## config.mk

```make
export PLATFORM = sky130hd
export DESIGN_NAME = abm_burst_splitter
export DESIGN_NICKNAME = d
export VERILOG_FILES = /design/src/rtl/abm_pkg.sv /design/src/rtl/abm_burst_splitter.sv
export SDC_FILE = /design/constraint.sdc
export NUM_CORES = 1
export LEC_CHECK = 0
export BUFFER_PORTS_ARGS = -buffer_cell sky130_fd_sc_hd__buf_4
export CORE_UTILIZATION = 40
export DETAILED_ROUTE_END_ITERATION = 8
export SLEW_MARGIN = 30
export SYNTH_ARGS = -nofsm -noshare
export SYNTH_HDL_FRONTEND = slang
export SYNTH_SLANG_ARGS = --single-unit
```

## constraint.sdc

```tcl
create_clock -name clk -period 13.1 [get_ports clk]
set_input_delay 2.62 -clock clk [delete_from_list [all_inputs] [get_ports clk]]
set_output_delay 2.62 -clock clk [all_outputs]
set_load 0.005 [all_outputs]
```

## src/rtl/abm_pkg.sv

```systemverilog
// Shared definitions for the burst splitter: FSM states, AXI-style response
// codes and the maximum beats a single downstream burst may carry.
package abm_pkg;

    typedef enum logic [2:0] {
        S_IDLE  = 3'd0,
        S_CALC  = 3'd1,
        S_ISSUE = 3'd2,
        S_WAIT  = 3'd3,
        S_DONE  = 3'd4
    } abm_state_t;

    localparam logic [1:0] RESP_OKAY   = 2'b00;
    localparam logic [1:0] RESP_EXOKAY = 2'b01;
    localparam logic [1:0] RESP_SLVERR = 2'b10;
    localparam logic [1:0] RESP_DECERR = 2'b11;

    localparam int MAX_BURST_BEATS = 256;

endpackage

```

## src/rtl/abm_burst_splitter.sv

```systemverilog
// Splits one large transfer request into downstream bursts that never exceed
// 256 beats and never cross a BOUNDARY-byte address boundary.
module abm_burst_splitter
    import abm_pkg::*;
#(
    parameter int ADDR_W       = 32,
    parameter int DATA_W       = 32,
    parameter int XFER_BEATS_W = 16,
    parameter int BOUNDARY     = 4096
) (
    input  logic                    clk,
    input  logic                    reset,
    input  logic                    xfer_req,
    input  logic                    xfer_op,
    input  logic [ADDR_W-1:0]       xfer_addr,
    input  logic [XFER_BEATS_W-1:0] xfer_beats,
    output logic                    xfer_ack,
    output logic                    xfer_busy,
    output logic                    xfer_done,
    output logic [1:0]              xfer_status,
    output logic                    cmd_start_req,
    input  logic                    cmd_start_ack,
    output logic                    axi_cmd_op,
    output logic [ADDR_W-1:0]       axi_cmd_address,
    output logic [7:0]              axi_cmd_burst_len,
    input  logic                    burst_done,
    input  logic [1:0]              burst_resp
);

    localparam int BYTES   = DATA_W / 8;
    localparam int BYTE_SH = $clog2(BYTES);
    localparam int OFF_W   = $clog2(BOUNDARY);
    // Wide enough for the remaining count, BOUNDARY/BYTES and 256 side by side.
    localparam int CALC_W0 = ((XFER_BEATS_W > OFF_W) ? XFER_BEATS_W : OFF_W) + 2;
    localparam int CALC_W  = (CALC_W0 > 10) ? CALC_W0 : 10;

    abm_state_t              state_reg, state_next;
    logic                    op_reg, op_next;
    logic [ADDR_W-1:0]       addr_reg, addr_next;
    logic [XFER_BEATS_W-1:0] remaining_reg, remaining_next;
    logic [8:0]              beats_reg, beats_next;
    logic [7:0]              len_reg, len_next;
    logic [1:0]              status_reg, status_next;
    logic                    err_reg, err_next;
    logic                    ack_reg, ack_next;

    logic [CALC_W-1:0]       to_boundary;
    logic [CALC_W-1:0]       calc_beats;
    logic                    misaligned;

    assign misaligned = (xfer_addr & ADDR_W'(BYTES - 1)) != '0;

    always_comb begin
        to_boundary = (CALC_W'(BOUNDARY) - CALC_W'(addr_reg[OFF_W-1:0])) >> BYTE_SH;
        calc_beats  = CALC_W'(remaining_reg);
        if (CALC_W'(MAX_BURST_BEATS) < calc_beats) begin
            calc_beats = CALC_W'(MAX_BURST_BEATS);
        end
        if (to_boundary < calc_beats) begin
            calc_beats = to_boundary;
        end
    end

    always_comb begin
        state_next     = state_reg;
        op_next        = op_reg;
        addr_next      = addr_reg;
        remaining_next = remaining_reg;
        beats_next     = beats_reg;
        len_next       = len_reg;
        status_next    = status_reg;
        err_next       = err_reg;
        ack_next       = 1'b0;

        // Burst completion is shared by WAIT and the ack+done shortcut in ISSUE.
        if ((state_reg == S_WAIT && burst_done) ||
            (state_reg == S_ISSUE && cmd_start_ack && burst_done)) begin
            status_next    = status_reg | burst_resp;
            addr_next      = addr_reg + (ADDR_W'(beats_reg) << BYTE_SH);
            remaining_next = remaining_reg - XFER_BEATS_W'(beats_reg);
            state_next     = (remaining_reg == XFER_BEATS_W'(beats_reg)) ? S_DONE : S_CALC;
        end else begin
            unique case (state_reg)
                S_IDLE: begin
                    if (xfer_req) begin
                        op_next        = xfer_op;
                        addr_next      = xfer_addr;
                        remaining_next = xfer_beats;
                        err_next       = misaligned;
                        status_next    = misaligned ? RESP_SLVERR : RESP_OKAY;
                        ack_next       = 1'b1;
                        state_next     = S_CALC;
                    end
                end
                S_CALC: begin
                    if (err_reg || remaining_reg == '0) begin
                        state_next = S_DONE;
                    end else begin
                        beats_next = calc_beats[8:0];
                        len_next   = 8'(calc_beats - CALC_W'(1));
                        state_next = S_ISSUE;
                    end
                end
                S_ISSUE: begin
                    if (cmd_start_ack) begin
                        state_next = S_WAIT;
                    end
                end
                S_WAIT: begin
                end
                S_DONE: begin
                    err_next   = 1'b0;
                    state_next = S_IDLE;
                end
                default: state_next = S_IDLE;
            endcase
        end
    end

    always_ff @(posedge clk) begin
        if (reset) begin
            state_reg     <= S_IDLE;
            op_reg        <= 1'b0;
            addr_reg      <= '0;
            remaining_reg <= '0;
            beats_reg     <= '0;
            len_reg       <= '0;
            status_reg    <= '0;
            err_reg       <= 1'b0;
            ack_reg       <= 1'b0;
        end else begin
            state_reg     <= state_next;
            op_reg        <= op_next;
            addr_reg      <= addr_next;
            remaining_reg <= remaining_next;
            beats_reg     <= beats_next;
            len_reg       <= len_next;
            status_reg    <= status_next;
            err_reg       <= err_next;
            ack_reg       <= ack_next;
        end
    end

    assign xfer_ack          = ack_reg;
    assign xfer_busy         = (state_reg != S_IDLE);
    assign xfer_done         = (state_reg == S_DONE);
    assign xfer_status       = status_reg;
    assign cmd_start_req     = (state_reg == S_ISSUE);
    assign axi_cmd_op        = op_reg;
    assign axi_cmd_address   = addr_reg;
    assign axi_cmd_burst_len = len_reg;

endmodule

```

==> parameters.txt, run 1 <==
Parameter                              Value

Global routing
  Wire length of the first global-routing pass ... 26.12 mm
  Initial antenna violation count ... 0
  Vias in the first global route ... around 5000
  All-Layer GR Usage ... 25.57%
  Pin count of the biggest net entering global routing ... 62
  Global route overflow ... 0

Place
  Final weighted congestion in routability-driven placement ... 0.8601
  Dpl hpwl ... roughly 12 mm
  Post-Place Cell Area ... 5921 um2
  Count of input and output buffers ... 102

Clock network
  Buffers inserted by post-CTS timing repair ... 0
  Total of cells resized after clock tree synthesis ... 0
  # H-tree levels ... 3
  TritonCTS buffer count ... 9
  Clock-pin slew of the registers on the worst-case setup and hold paths ... 0.06 ns
  Clock latency at the later pin of the worst-skew pair ... about 0.35 ns
  Library cell used as clock root buffer ... sky130_fd_sc_hd__clkbuf_16
  Clock tree from TritonCTS ... yes
  Clk sink count ... 73
  Quantity of hold-fixing buffers added after cts ... 0
  Max Root-Sink Buffers ... 2

Logic synthesis
  Dominant combinational cell family by area after synthesis ... compound AO/OA/AOI/OAI gates
  Syn Std Cell Area ... approximately 5000 um2
  Flip-flop cell with the highest count after synthesis ... sky130_fd_sc_hd__dfxtp_1
  #FFs+latches synth ... 73
  Total number of yosys warnings ... 0
  Fraction of the yosys area taken by sequential cells ... 29.02%
  Area leader, netlist ... sky130_fd_sc_hd__dfxtp_1
  Cell count after synthesis ... 648
  Portion of netlist area occupied by mux cells ... under 10%
  Synth area leaders ... sky130_fd_sc_hd__dfxtp_1 (29%), sky130_fd_sc_hd__ha_1 (7.2%), sky130_fd_sc_hd__nand2_1 (4.8%)
  Share of async-settable or async-resettable flops after synthesis ... 0%
  Mean area per synthesized cell ... a little under 8 um2
  Post-synth EDFFs ... 0
  Adder-cell area share of the yosys netlist ... 8.000%
  Simple-Gate Fraction of Synth Area ... 23.80%
  Fraction of synthesized cell area taken by the top area cell type ... 29.02%
  Post-synthesis xor/xnor area fraction ... 3.304%
  Number of library cell types mapped by synthesis ... 67
  Synth Area in Compound Gates ... 29.04%

Final layout
  Area growth from synthesis to final layout ... 23.50%
  Finished layout cell area ... 6220 um2
  Share of cells above drive strength 1 ... 18.93%
  Post-layout util ... 51.14%
  Flip-flop count of the largest register, all copies and words added ... 32
  Total Nets Final ... 812
  Ant diodes ... 0

Worst hold path
  Worst hold path startpoint ... axi_cmd_op
  Sink of the worst hold path ... axi_cmd_op
  Cell count of the worst hold path ... 2
  Worst min path class ... reg -> reg

Routing
  Number of routed nets with antenna violations ... 0
  Mean routed wirelength per cell ... around 18 um
  Detailed-route wire length ... 16.11 mm
  Routed vias/inst ... 5.980
  DRC Markers ... 0
  Vias ... 5364
  Detailed router's first-iteration violation count ... around 360
  First-pass iteration count of the detailed router ... 5

Timing
  Setup repair after global routing missed its margin ... false
  Setup-violating endpoint count in the final report ... 0
  Achievable frequency ... 0.2062 GHz
  Worst hold slack ... ~0.47 ns
  Number of hold violations in the final report ... 0
  Transition time at the pin with the least slew margin ... 0.9775 ns
  Number of pins with negative max-slew slack in the final report ... 0
  Share of the clock period used by the worst path ... 37.01%
  Sum of negative setup slack ... 0 ns
  Final setup skew ... 0.006203 ns
  Min Clock Period, post-route ... about 4.8 ns
  Max-Slew Margin vs Limit ... between 30% and 40%

Floorplanning
  Area of the die ... 13040 um2
  Horizontal die dimension ... 114.2 um
  Top-level I/O count ... between 100 and 150
  Placeable core region ... 12160 um2
  Standard-cell rows ... 40
  Starting Density ... between 40% and 50%
  Die Y-Extent ... 114.2 um

Power
  Sequential share of power ... 30.8%
  Power per cell area ... 156.7 nW/um2
  Clk network pwr share ... 26.2%
  Internal power consumption ... 584.0 uW
  Reported leakage power ... 0.002388 uW
  Switching power summed over all nets ... 390.9 uW
  Comb power frac ... 43.1%
  Maximum vdd drop ... 0.00006353 V
  Switching share of power ... 40.10%
  Overall power consumption ... between 900 and 1000 uW

Critical path
  Reg-to-reg critical path startpoint ... axi_cmd_address[1]
  Cell with the largest stage delay on the worst path ... sky130_fd_sc_hd__nor4_1
  Crit-path max FO ... 11
  Buffers & Inverters on Critical Path ... 0
  Capturing element type of the critical path ... flop
  CP Cell Sequence ... nor4_1, nand2_1, nor3_1, nand2b_1, xnor2_1, ha_1, nand3_1, or3_1, a31o_2, nand3_1, mux2_2, ha_1, a21boi_0, mux2_2, o21ai_0, a311oi_1
  Kind of launch point of the worst setup path ... flop
  Worst stage delay on the critical path ... 0.55 ns
  Data arrival time of the worst path ... between 5 and 6 ns
  Data required time at the worst endpoint ... 13.36 ns
  Family with the most delay on the worst path ... simple AND/OR/NAND/NOR gates
  Worst R2R End ... axi_cmd_burst_len[6]
  Register-to-register setup slack ... 8.25 ns
  Type of the worst setup path ... reg -> reg
  Worst reg2reg path depth ... 16

Run status
  Run status ... finished clean

Flow run
  Max capacitance violation total ... 0
==> synth_stat cells, drive strengths merged (10+ instances only) <==
cell type and number:
a21oi 47, a22oi 26, a31oi 22, clkbuf 39, dfxtp 73, ha 29, inv 25, nand2 64
nand3 23, nor2 36, nor2b 11, nor3 19, nor4 12, o21ai 37, or3 14, or4 10
xor2 10
==> cell type report <==
type,instances,area (um2)
flip-flops and latches,73,1461
fillers,1226,5942
clock buffers,10,239.0
inverters,25,93.84
clock inverters,5,56.30
repair buffers,106,795.8
well taps,168,210.2
multi-input cells,510,3363
==> power by group through the flow <==
stage	registers, uW	logic [uW]	clock network (uW)
3_3_place_gp	303	408	0
5_1_grt	305	470	265
4_1_cts	299	417	256
3_5_place_dp	304	414	0
2_1_floorplan	285	298	0
6_report	300	420	255
==> how the worst max path moves through the flow <==
stage / start / to / slack (ns) / cells after the start
floorplan: remaining_reg[3] / axi_cmd_burst_len[6] / 8.71 / 19
global placement: cmd_start_ack / axi_cmd_address[17] / 8.10 / 6
detailed placement: remaining_reg[3] / axi_cmd_burst_len[6] / 8.05 / 15
CTS: remaining_reg[3] / axi_cmd_burst_len[6] / 8.00 / 15
global route: axi_cmd_address[0] / axi_cmd_burst_len[6] / 7.79 / 16
finish: axi_cmd_address[1] / axi_cmd_burst_len[6] / 8.25 / 16
==> worst min-delay path, cell delays in order (launching register included) <==
cell                      delay [ns]
sky130_fd_sc_hd__dfxtp_1        0.31
sky130_fd_sc_hd__nand2_1        0.05
sky130_fd_sc_hd__a21oi_1        0.06
==> per-stage QoR <==
| stage | worst slack (ns) | cells |
|---|---|---|
| 2_1_floorplan | 8.707 | 649 |
| 3_3_place_gp | 8.100 | 882 |
| 3_5_place_dp | 8.052 | 882 |
| 4_1_cts | 7.999 | 897 |
| 5_1_grt | 7.795 | 897 |
| 6_report | 8.251 | 897 |
==> metal layers <==
metal | global-route usage (%) | vias to the layer above | wire length, um
met3 | 4.076 | 22 | 918
met1 | 35.23 | 2547 | 7500
met5 | 0 | - | 0
li1 | - | 2608 | -
met4 | 11.69 | 0 | 425
met2 | 39.11 | 187 | 7268
==> cell usage in the layout (no fill, tap or decap), types with 8 or more instances in the layout <==
cell type,Yosys,layout
sky130_fd_sc_hd__a21oi_1,47,46
sky130_fd_sc_hd__inv_1,25,25
sky130_fd_sc_hd__nand4_1,8,8
sky130_fd_sc_hd__or3_1,13,13
sky130_fd_sc_hd__buf_4,0,106
sky130_fd_sc_hd__nand2_1,64,64
sky130_fd_sc_hd__clkbuf_16,0,9
sky130_fd_sc_hd__nor4_1,12,12
sky130_fd_sc_hd__nand3_1,23,22
sky130_fd_sc_hd__ha_1,29,29
sky130_fd_sc_hd__or4_1,10,10
sky130_fd_sc_hd__a31oi_1,22,22
sky130_fd_sc_hd__o21ai_0,36,36
sky130_fd_sc_hd__o211ai_1,9,9
sky130_fd_sc_hd__dfxtp_1,73,73
sky130_fd_sc_hd__o21a_1,9,9
sky130_fd_sc_hd__xor2_1,10,10
sky130_fd_sc_hd__a22oi_1,26,26
sky130_fd_sc_hd__nor3_1,19,19
sky130_fd_sc_hd__nor2_1,36,35
sky130_fd_sc_hd__nor2b_1,11,11
sky130_fd_sc_hd__xnor2_1,9,9
==> cell families (layout without fill, tap and decap cells) <==
group / Yosys count / after routing
AOI/OAI and AO/OA: 218 / 218
xor gates and xnor gates: 19 / 19
adders and majority gates: 31 / 31
buffers and inverters: 66 / 146
DFF: 73 / 73
muxes: 9 / 9
other: 1 / 2
and+or+nand+nor: 231 / 231
(Power assumes the default switching activity.)
==> run 2: changes to the inputs <==
==> constraint.sdc (replaced) <==
create_clock -name clk -period 4.4 [get_ports clk]
set_input_delay 0.88 -clock clk [delete_from_list [all_inputs] [get_ports clk]]
set_output_delay 0.88 -clock clk [all_outputs]
set_load 0.005 [all_outputs]
==> parameters.txt, run 2 (synthesis gave the netlist of run 1 again) <==
Parameter                              Value

Floorplanning
  Die Y-Extent ... between 100 and 150 um
  Horizontal die dimension ... 114.2 um
  Standard-cell rows ... 40
  Starting Density ... 41.41%
  Area of the die ... 13040 um2
  Placeable core region ... approximately 12000 um2
  Top-level I/O count ... 103

Timing
  Setup repair after global routing missed its margin ... false
  Sum of negative setup slack ... 0 ns
  Achievable frequency ... 0.2424 GHz
  Max-Slew Margin vs Limit ... about two fifths
  Transition time at the pin with the least slew margin ... 0.8745 ns
  Min Clock Period, post-route ... 4.125 ns
  Min setup slack post-route ... 0.2754 ns
  Final setup skew ... 0.008529 ns
  Number of pins with negative max-slew slack in the final report ... 0
  Setup-violating endpoint count in the final report ... 0
  Share of the clock period used by the worst path ... 93.74%
  Number of hold violations in the final report ... 0

Place
  Dpl hpwl ... 12.10 mm
  Count of input and output buffers ... 102
  Post-Place Cell Area ... slightly above 6000 um2
  Pre-CTS setup slack ... around 0.22 ns
  Final weighted congestion in routability-driven placement ... 0.8984

Worst hold path
  Worst min path class ... reg -> reg

Clock network
  Clock-pin slew of the registers on the worst-case setup and hold paths ... 0.06 ns
  Clock tree from TritonCTS ... yes
  # H-tree levels ... 3
  Max Root-Sink Buffers ... 2
  Quantity of hold-fixing buffers added after cts ... 0
  Clock latency at the later pin of the worst-skew pair ... roughly 0.35 ns
  TritonCTS buffer count ... 9
  Library cell used as clock root buffer ... sky130_fd_sc_hd__clkbuf_16
  Clk sink count ... 73

Routing
  DRC Markers ... 0
  Detailed router's first-iteration violation count ... 367
  Vias ... 5434
  Number of routed nets with antenna violations ... 0
  Detailed-route wire length ... 16.77 mm
  Routed vias/inst ... 5.919
  Mean routed wirelength per cell ... 18.27 um
  First-pass iteration count of the detailed router ... 5

Global routing
  Vias in the first global route ... roughly 5200
  Wire length of the first global-routing pass ... approximately 27 mm
  All-Layer GR Usage ... 26.72%
  Initial antenna violation count ... 0
  Pin count of the biggest net entering global routing ... 62
  Global route overflow ... 0

Power
  Power per cell area ... 483.4 nW/um2
  Switching power summed over all nets ... 1194 uW
  Reported leakage power ... 0.002517 uW
  Clk network pwr share ... 27.8%
  Sequential share of power ... ~28%
  Comb power frac ... 44.3%
  Maximum vdd drop ... 0.0002043 V
  Internal power consumption ... 1921 uW
  Switching share of power ... about two fifths

Final layout
  Area growth from synthesis to final layout ... 27.98%
  Most frequent cells in the layout ... sky130_fd_sc_hd__buf_4 (125), sky130_fd_sc_hd__dfxtp_1 (73), sky130_fd_sc_hd__nand2_1 (64)
  Share of cells above drive strength 1 ... 21.73%
  Fill cell count ... 1198
  Finished layout cell area ... 6445 um2
  Ant diodes ... 0
  FF/Latch Area ... 1461 um2
  Flip-flop count of the largest register, all copies and words added ... 32
  Multi-input combinational cell area ... 3381 um2
  Total Nets Final ... 832
  Most common library cell in the layout ignoring fill and taps ... sky130_fd_sc_hd__buf_4

Critical path
  Data required time at the worst endpoint ... around 4.6 ns
  Capturing element type of the critical path ... flop
  Crit-path max FO ... 6
  Type of the worst setup path ... reg -> reg
  Data arrival time of the worst path ... roughly 4.3 ns
  Register-to-register setup slack ... 0.28 ns
  Kind of launch point of the worst setup path ... flop

Flow run
  Max capacitance violation total ... 0

Run status
  Run status ... finished clean
run 2: changes by cell type in the layout (fill, tap and decap cells not counted), moves of 2 or more:
cell / delta
sky130_fd_sc_hd__nor4_2: +2
sky130_fd_sc_hd__buf_4: +19
sky130_fd_sc_hd__clkinv_2: -2
sky130_fd_sc_hd__clkbuf_8: +3
sky130_fd_sc_hd__nor4_1: -2
run 2: worst paths after layout:
| path | startpoint | endpoint | depth (start not counted) |
|---|---|---|---|
| worst max-delay path | axi_cmd_address[4] | axi_cmd_burst_len[6] | 16 |
| worst min-delay path | axi_cmd_op | axi_cmd_op | 2 |
| worst max register to register | axi_cmd_address[4] | axi_cmd_burst_len[6] | 16 |
| worst min register to register | axi_cmd_op | axi_cmd_op | 2 |
run 2: worst max-delay path: stages, from the launching register on:
cell	delay, ns
sky130_fd_sc_hd__dfxtp_1	0.30
sky130_fd_sc_hd__nor4_1	0.47
sky130_fd_sc_hd__nand2_1	0.24
sky130_fd_sc_hd__nor3_1	0.28
sky130_fd_sc_hd__nand2b_1	0.13
sky130_fd_sc_hd__xnor2_1	0.14
sky130_fd_sc_hd__ha_1	0.30
sky130_fd_sc_hd__nand3_1	0.12
sky130_fd_sc_hd__or3_1	0.37
sky130_fd_sc_hd__a31o_2	0.24
sky130_fd_sc_hd__nand3_1	0.10
sky130_fd_sc_hd__mux2_2	0.38
sky130_fd_sc_hd__ha_2	0.22
sky130_fd_sc_hd__buf_4	0.15
sky130_fd_sc_hd__mux2_2	0.25
sky130_fd_sc_hd__o21ai_0	0.17
sky130_fd_sc_hd__a311oi_1	0.11
run 2: metal layers:
| metal | GRT usage, % | routed length, um | vias to the layer above |
|---|---|---|---|
| met3 | 4.870 | 1074 | 26 |
| li1 | - | - | 2644 |
| met1 | 35.49 | 7676 | 2576 |
| met2 | 42.51 | 7653 | 188 |
| met5 | 0 | 0 | - |
| met4 | 11.26 | 365 | 0 |
run 2: final cells by class:
| type | count | area share [%] |
|---|---|---|
| multi-input cells | 510 | 52.46 |
| flip-flops and latches | 73 | 22.68 |
| inverters | 25 | 1.456 |
| repair buffers | 126 | 14.74 |
| well taps | 168 | 3.262 |
| clock buffers | 13 | 4.349 |
| clock inverters | 3 | 1.068 |
run 2: power groups by stage:
stage | clock network, uW | registers (uW) | logic (uW)
floorplan | 0 | 849 | 888
global placement | 0 | 877 | 1310
detailed placement | 0 | 880 | 1340
CTS | 877 | 867 | 1340
global route | 909 | 883 | 1540
finish | 866 | 869 | 1380
run 2: stage by stage:
step	cells	total power, uW	hold slack [ns]	util [%]
6_report	918	3115	0.4780	52.99
3_5_place_dp	900	2215	0.4702	49.78
4_1_cts	916	3087	0.4804	52.65
3_3_place_gp	899	2188	0.4481	49.69
2_1_floorplan	649	1737	0.4488	-
5_1_grt	918	3334	0.4947	52.99
run 2: timing repair:
item,CTS,global route
setup buffers,0,2
setup endpoints to repair,0,3
resized for setup,0,7
==> run 3: changes to the inputs <==
--- a/config.mk
+++ b/config.mk
@@ -6,7 +6,10 @@
 export NUM_CORES = 1
 export LEC_CHECK = 0
 export BUFFER_PORTS_ARGS = -buffer_cell sky130_fd_sc_hd__buf_4
+export CORE_ASPECT_RATIO = 1.4
+export CORE_MARGIN = 3
 export CORE_UTILIZATION = 40
+export CTS_BUF_LIST = sky130_fd_sc_hd__clkbuf_2
 export DETAILED_ROUTE_END_ITERATION = 8
 export SLEW_MARGIN = 30
 export SYNTH_ARGS = -nofsm -noshare
==> parameters.txt, run 3 (synthesis gave the netlist of run 1 again) <==
Parameter                              Value

Run status
  Run status ... finished clean

Critical path
  Buffers & Inverters on Critical Path ... 0
  Worst stage delay on the critical path ... around 0.6 ns
  Capturing element type of the critical path ... flop
  Most frequent cell on the critical path ... sky130_fd_sc_hd__o21bai_1
  Type of the worst setup path ... reg -> reg
  Cell with the largest stage delay on the worst path ... sky130_fd_sc_hd__or4_1
  Termination of the worst setup path ... axi_cmd_burst_len[6]
  Kind of launch point of the worst setup path ... flop
  Crit-path max FO ... 7
  Register-to-register setup slack ... 0.28 ns
  Critical Path Stages ... 15
  Family with the most delay on the worst path ... simple AND/OR/NAND/NOR gates
  Data required time at the worst endpoint ... 4.88 ns
  Start point of the critical path ... axi_cmd_address[0]
  CP Cell Sequence ... or4_1, or3_1, nor2_1, xnor2_1, ha_1, a211oi_1, o21bai_1, o21bai_1, and3_1, mux2i_2, ha_2, a21boi_0, xor2_1, nand2_1, a311oi_2
  Reg-to-reg critical path startpoint ... axi_cmd_address[0]
  Worst reg2reg path depth ... 15
  Worst R2R End ... axi_cmd_burst_len[6]
  Data arrival time of the worst path ... 4.60 ns

Routing
  First-pass iteration count of the detailed router ... 8
  Uppermost layer routed ... met4
  Mean routed wirelength per cell ... 19.63 um
  Number of routed nets with antenna violations ... 0
  Detailed router's first-iteration violation count ... 335
  Met2 wire length ... 8.836 mm
  Met1 Routed Length ... 7.072 mm
  Routed vias/inst ... 6.091
  Detailed-route wire length ... 17.64 mm
  Metal3 WL ... 1.063 mm
  DRC Markers ... 0
  Vias ... 5476

Flow run
  Max capacitance violation total ... 0

Final layout
  Flip-flop count of the largest register, all copies and words added ... 32
  Finished layout cell area ... a little over 6000 um2
  Most frequent cells in the layout ... sky130_fd_sc_hd__buf_4 (127), sky130_fd_sc_hd__dfxtp_1 (70), sky130_fd_sc_hd__nand2_1 (64)
  Most common library cell in the layout ignoring fill and taps ... sky130_fd_sc_hd__buf_4
  Share of cells above drive strength 1 ... 21.84%
  Total Nets Final ... 833
  Fill cell count ... ~1200
  Area growth from synthesis to final layout ... 23.08%

Power
  Reported leakage power ... roughly 0.0024 uW
  Internal power consumption ... 1534 uW
  Comb power frac ... 51.4%
  Switching share of power ... 43.03%
  Clk network pwr share ... 16.7%
  Maximum vdd drop ... 0.0001577 V
  Switching power summed over all nets ... 1159 uW
  Power per cell area ... 434.4 nW/um2
  Sequential share of power ... roughly 32%

Worst hold path
  Worst min path class ... reg -> reg

Timing
  Min Clock Period, post-route ... 4.120 ns
  Transition time at the pin with the least slew margin ... 0.8833 ns
  Number of hold violations in the final report ... 0
  Final setup skew ... about 0.023 ns
  Setup-violating endpoint count in the final report ... 0
  Sum of negative setup slack ... 0 ns
  Achievable frequency ... 0.2427 GHz
  Setup repair after global routing missed its margin ... false
  Number of pins with negative max-slew slack in the final report ... 0
  Share of the clock period used by the worst path ... 93.63%
  Max-Slew Margin vs Limit ... 40.94%

Place
  Dpl hpwl ... 12.84 mm
  Final weighted congestion in routability-driven placement ... 0.9238
  Post-Place Cell Area ... 6025 um2
  Count of input and output buffers ... 102

Floorplanning
  Horizontal die dimension ... 100.8 um
  Area of the die ... 13990 um2
  Standard-cell rows ... 47
  Die Y-Extent ... around 140 um
  Placeable core region ... 12060 um2
  Starting Density ... 41.77%
  Top-level I/O count ... 103

Clock network
  Quantity of hold-fixing buffers added after cts ... 0
  Max Root-Sink Buffers ... 2
  Library cell used as clock root buffer ... sky130_fd_sc_hd__clkbuf_2
  TritonCTS buffer count ... 9
  Clk sink count ... 73
  Clock latency at the later pin of the worst-skew pair ... 0.55 ns
  # H-tree levels ... 3
  Clock tree from TritonCTS ... yes
  Clock-pin slew of the registers on the worst-case setup and hold paths ... 0.22 ns

Global routing
  Vias in the first global route ... 5285
  Initial antenna violation count ... 1
  All-Layer GR Usage ... 25.07%
  Global route overflow ... 0
  Pin count of the biggest net entering global routing ... 62
  Wire length of the first global-routing pass ... ~28 mm
-- run 3: changes by cell type in the layout (fill, tap and decap cells not counted), sizes merged --
cell and change:
clkinvlp +1, clkbuf -4, buf +1, clkinv +4
diode +1, inv -1
-- run 3: repair_timing --
action / CTS / global route
resized for setup: 0 / 8
hold endpoints to repair: 0 / 0
setup buffers: 0 / 2
setup endpoints to repair: 0 / 3
-- run 3: worst min-delay path, delay by kind of cell (launching register included) --
family / cells / cell delay, ns
AO/OA/AOI/OAI: 1 / 0.05
AND/OR/NAND/NOR: 1 / 0.05
flip-flops: 1 / 0.36
-- run 3: per-stage QoR --
| step | setup WS (ns) | hold WS [ns] | instances | power, uW | utilization, % |
|---|---|---|---|---|---|
| floorplan | 0.006573 | 0.4488 | 649 | 1737 | - |
| global placement | 0.2344 | 0.4439 | 880 | 2191 | 49.97 |
| detailed placement | 0.1088 | 0.4485 | 880 | 2212 | 49.97 |
| CTS | 0.06066 | 0.4741 | 896 | 2667 | 51.05 |
| global route | 0.009095 | 0.4919 | 899 | 2889 | 51.42 |
| finish | 0.2804 | 0.4729 | 899 | 2693 | 51.42 |
-- run 3: power by group through the flow --
stage | logic [uW] | clock network [uW] | registers, uW
2_1_floorplan | 888 | 0 | 849
3_3_place_gp | 1320 | 0 | 868
3_5_place_dp | 1340 | 0 | 871
4_1_cts | 1350 | 460 | 857
5_1_grt | 1540 | 477 | 873
6_report | 1380 | 449 | 861
-- run 3: how the worst min path moves through the flow --
| stage | startpoint | endpoint | slack, ns | depth (start not counted) |
|---|---|---|---|---|
| global route | axi_cmd_op | axi_cmd_op | 0.49 | 2 |
| detailed placement | axi_cmd_op | axi_cmd_op | 0.45 | 2 |
| global placement | axi_cmd_op | axi_cmd_op | 0.44 | 2 |
| CTS | axi_cmd_op | axi_cmd_op | 0.47 | 2 |
| floorplan | err_reg | err_reg | 0.45 | 2 |
| finish | axi_cmd_op | axi_cmd_op | 0.47 | 2 |
-- run 3: cell type report --
type                            count  area, um2  area share, %
Antenna cell                        1      2.502        0.04037
Clock buffer                        9      45.04         0.7267
Clock inverter                      7      85.08          1.373
Inverter                           25      93.84          1.514
Multi-Input combinational cell    510       3369          54.36
Sequential cell                    73       1465          23.64
Tap cell                          147      183.9          2.967
Timing Repair Buffer              127      953.4          15.38
-- run 3: per-layer routing --
layer  vias to the layer above  track usage, %
met4                         0           11.50
met2                       220           42.14
met3                        42           4.278
met5                         -               0
li1                       2648               -
met1                      2566           30.69
